$ cat config.mk
export PLATFORM = sky130hd
export DESIGN_NAME = semaforo
export DESIGN_NICKNAME = d
export VERILOG_FILES = /design/src/rtl/semaforo.sv
export SDC_FILE = /design/constraint.sdc
export NUM_CORES = 1
export LEC_CHECK = 0
export CAP_MARGIN = 20
export CORE_MARGIN = 5
export CORE_UTILIZATION = 46
export CTS_CLUSTER_DIAMETER = 120
export DETAILED_ROUTE_END_ITERATION = 8
export HOLD_SLACK_MARGIN = 0.08
export PLACE_DENSITY_LB_ADDON = 0.1
export SLEW_MARGIN = 5
export SYNTH_ARGS = -nofsm -noshare
export SYNTH_HDL_FRONTEND = slang
export SYNTH_SLANG_ARGS = --single-unit
$ cat constraint.sdc
create_clock -name clk -period 1.8 [get_ports clk]
set_input_delay 0.18 -clock clk [delete_from_list [all_inputs] [get_ports clk]]
set_output_delay 0.18 -clock clk [all_outputs]
set_load 0.01 [all_outputs]
$ cat src/rtl/semaforo.sv
// semaforo: two-way traffic-light controller.
// Fixed four-phase Moore FSM with a button that cuts green short.
module semaforo #(
    parameter logic [7:0] VERDE    = 8'd1,
    parameter logic [7:0] AMARELO  = 8'd3,
    parameter logic [7:0] VERMELHO = 8'd2
) (
    input  logic       clk,
    input  logic       rst,
    input  logic       bt,
    output logic [2:0] A,
    output logic [2:0] B
);

    localparam logic [1:0] AG = 2'd0;
    localparam logic [1:0] AY = 2'd1;
    localparam logic [1:0] BG = 2'd2;
    localparam logic [1:0] BY = 2'd3;

    localparam logic [2:0] GREEN  = 3'b001;
    localparam logic [2:0] YELLOW = 3'b010;
    localparam logic [2:0] RED    = 3'b100;

    // A zero length behaves as one cycle, so its reload value is also 0.
    localparam logic [7:0] LOAD_G =
        (VERDE == 8'd0) ? 8'd0 : VERDE - 8'd1;
    localparam logic [7:0] LOAD_Y =
        (AMARELO == 8'd0) ? 8'd0 : AMARELO - 8'd1;
    localparam logic [7:0] LOAD_R =
        (VERMELHO == 8'd0) ? 8'd0 : VERMELHO - 8'd1;

    logic [1:0] state;
    logic [1:0] state_nx;
    logic [7:0] cnt;
    logic [7:0] cnt_nx;
    logic       done;

    assign done = (cnt == 8'd0);

    // Next-state and counter reload: advance at count 0, or on bt in green.
    always_comb begin
        state_nx = state;
        cnt_nx   = cnt - 8'd1;
        case (state)
            AG: begin
                if (bt || done) begin
                    state_nx = AY;
                    cnt_nx   = LOAD_Y;
                end
            end
            AY: begin
                if (done) begin
                    state_nx = BG;
                    cnt_nx   = LOAD_R;
                end
            end
            BG: begin
                if (bt || done) begin
                    state_nx = BY;
                    cnt_nx   = LOAD_Y;
                end
            end
            BY: begin
                if (done) begin
                    state_nx = AG;
                    cnt_nx   = LOAD_G;
                end
            end
            default: begin
                state_nx = AG;
                cnt_nx   = LOAD_G;
            end
        endcase
    end

    // State and phase counter registers; reset restarts the cycle at AG.
    always_ff @(posedge clk or negedge rst) begin
        if (!rst) begin
            state <= AG;
            cnt   <= LOAD_G;
        end else begin
            state <= state_nx;
            cnt   <= cnt_nx;
        end
    end

    // Light decode from the state register only.
    always_comb begin
        A = RED;
        B = RED;
        case (state)
            AG:      A = GREEN;
            AY:      A = YELLOW;
            BG:      B = GREEN;
            BY:      B = YELLOW;
            default: begin
                A = RED;
                B = RED;
            end
        endcase
    end

endmodule

==> impl_metrics.json <==
{
  "path_max_fanout": 3,
  "antenna_left": 0,
  "synth_top_area_share": 0.388,
  "clockRootBuffer": "clkbuf_4",
  "synth_seq_cells": 10,
  "cts_made_buffers": 3,
  "firstDrtPassIters": 4,
  "place_ws_ns": -0.0576,
  "synth_top_area_cell": "dfrtp_1",
  "numPortBuffers": 8,
  "cp_data_arrival_time_ns": 1.93,
  "required_ns": 2.00,
  "io_pins": 9,
  "status": "finished clean",
  "crit_path_end_kind": "flop",
  "yosys-top-cells-area": "dfrtp_1, ha_1, a21oi_1",
  "areaGrowthSynthToFinish_pct": 30.2,
  "hp-class": "primary input to asynchronous set/reset pin",
  "final.setup.tns_ns": 0,
  "critPathKind": "flop to flop",
  "ir_worst_vdd_v": 0.000221,
  "rsz0062_at_grt": "false",
  "leakage_nw": 0.415,
  "start_kind": "flop",
  "via_count": 573,
  "syn_area_sq_um": 646,
  "grt_pass1_vias": 536,
  "htree_levels": 1,
  "relSlewSlack": 0.667,
  "final_core_util": 0.638,
  "die_y_um": 47.5,
  "yosys_warnings": 0,
  "fill_cells": 105,
  "avgRoutedWirePerCell_um": 14.4,
  "syn_avg_cell_area_sq_um": 9.49,
  "viasPerCell": 5.73,
  "drt_iter0_drc": 27,
  "cts_tree": "built",
  "ys_types": 29,
  "grt-ovfl-total": 0,
  "drive_gt1_frac": 0.247,
  "rrSetupSlack_ns": 0.07,
  "final_max_slew_viol_count": 0,
  "drc": 0,
  "period_share": 0.961,
  "grtUsageTotal": 0.158,
  "initial_utilization": 0.490,
  "die-width_um": 47.5,
  "synthCells": 68,
  "clkSlewWorstSetupHoldPaths_ns": 0.06,
  "setup_viol": 0,
  "die_area_sq_um": 2250,
  "row_count": 13,
  "max_freq_mhz": 578,
  "post-route-min-period_ns": 1.73,
  "finish.net_count": 96,
  "drv_cap": 0,
  "clkLatencyLatePin_ns": 0.27,
  "drt-total-wl_um": 1440,
  "clock-sinks": 10,
  "max_slew.worst_pin.slew_ns": 0.499,
  "grt_pass1_wl_um": 2400,
  "dpl.hpwl_um": 1070,
  "gp_congestion": 0.776,
  "setup_ws_ns": 0.0696,
  "powerDensity_nw_per_um2": 469,
  "core_sq_um": 1320,
  "antenna_found_initial": 0,
  "skew_ns": 0.000896,
  "hold_viol": 0,
  "syn_nets": 77,
  "diodes": 0,
  "grt_max_degree": 11,
  "postCtsHoldBufs": 0,
  "ys_seq_area_frac": 0.388,
  "clockBufferDepth": 2
}
==> repair_timing <==
item / CTS / global route
cloned: 0 / 0
gates resized for setup: 4 / 8
buffers inserted: 1 / 0
setup endpoints to repair: 4 / 8
==> layer usage <==
layer / up-vias / wire length [um] / track usage
met1: 267 / 736 / 0.209
met2: 17 / 609 / 0.233
met5: - / 0 / 0
li1: 286 / - / -
met3: 3 / 69 / 0.0451
met4: 0 / 25 / 0.0829
==> cells in the mapped netlist <==
| library cell | instances |
|---|---|
| mux2_2 | 1 |
| clkbuf_1 | 1 |
| a22oi_1 | 2 |
| o21bai_1 | 2 |
| a211oi_1 | 1 |
| nand2_1 | 1 |
| o31ai_1 | 2 |
| o22ai_1 | 1 |
| or3_4 | 1 |
| nor4_1 | 2 |
| a21oi_1 | 7 |
| inv_1 | 4 |
| nand3_1 | 1 |
| or4_1 | 1 |
| or3_2 | 1 |
| nor2_1 | 6 |
| or4b_2 | 1 |
| dfrtp_1 | 10 |
| ha_1 | 6 |
| nand2b_1 | 2 |
| a21bo_2 | 1 |
| nor2b_1 | 1 |
| and2_1 | 3 |
| nand4b_1 | 1 |
| nor3_1 | 3 |
| o21ai_0 | 2 |
| nor4b_1 | 1 |
| xor2_1 | 1 |
| or3b_2 | 2 |
==> registers in the layout, indices dropped and copies added (netlist names) <==
signal  cells
cnt         8
state       2
==> cells by family (layout without fill, tap and decap cells) <==
family,after synthesis,in the layout,share of synthesized area
simple gates,27,27,0.260
fa+ha+maj,6,6,0.116
mux,1,1,0.0174
flops,10,10,0.388
xor+xnor,1,1,0.0136
compound gates,18,18,0.176
buf+inv,5,22,0.0291
==> cell type report <==
cell class / instances / area (sq um) / share of cell area
multi-input cells: 53 / 394 / 0.469
clock buffers: 3 / 22.5 / 0.0268
flip-flops and latches: 10 / 250 / 0.298
well taps: 15 / 18.8 / 0.0223
repair buffers: 15 / 140 / 0.167
inverters: 4 / 15.0 / 0.0179
==> worst paths after layout <==
| kind | from | end | cells after the start |
|---|---|---|---|
| worst min register to register | cnt[4] | cnt[4] | 2 |
| min in group clk | cnt[4] | cnt[4] | 2 |
| worst min-delay path | rst | cnt[2] | 1 |
| worst max register to register | cnt[0] | cnt[4] | 5 |
| worst max-delay path | cnt[0] | cnt[4] | 5 |
| max in group asynchronous | rst | cnt[0] | 1 |
==> per-stage QoR <==
| stage | power [W] | instance area (sq um) | cells | hold slack, ns |
|---|---|---|---|---|
| finish | 0.000395 | 841 | 100 | 0.240 |
| detailed placement | 0.000240 | 786 | 96 | 0.536 |
| floorplan | 0.000231 | 646 | 68 | -0.116 |
| global route | 0.000410 | 841 | 100 | 0.269 |
| CTS | 0.000394 | 822 | 100 | 0.249 |
| global placement | 0.000240 | 786 | 96 | 0.549 |
==> placed cells by master (no fill, tap or decap), types with 2 or more instances in the layout <==
| cell type | n |
|---|---|
| dfrtp_1 | 10 |
| a21oi_1 | 7 |
| buf_4 | 7 |
| nor2_1 | 6 |
| inv_1 | 4 |
| dlymetal6s2s_1 | 4 |
| and2_1 | 3 |
| nor3_1 | 3 |
| ha_2 | 3 |
| ha_1 | 3 |
| clkbuf_4 | 3 |
| nand2b_1 | 2 |
| o21bai_1 | 2 |
| nor4_1 | 2 |
| a22oi_1 | 2 |
| or3b_2 | 2 |
| o31ai_1 | 2 |
| clkdlybuf4s50_1 | 2 |
| dlygate4sd2_1 | 2 |
==> where the power goes <==
part / switching, W / internal [W] / total, W / leakage (nW)
Combinational: 0.00000559 / 0.00000496 / 0.0000106 / 0.287
Clock: 0.0000819 / 0.0000776 / 0.000160 / 0.0138
Sequential: 0 / 0.000225 / 0.000225 / 0.115
==> critical path, cell delays in order (launching register included) <==
cell and delay [ns]:
dfrtp_1 0.38, inv_1 0.11, ha_1 0.17, or3b_2 0.45
or3_2 0.42, a21oi_1 0.13
Power figures use the tool's default switching activity.
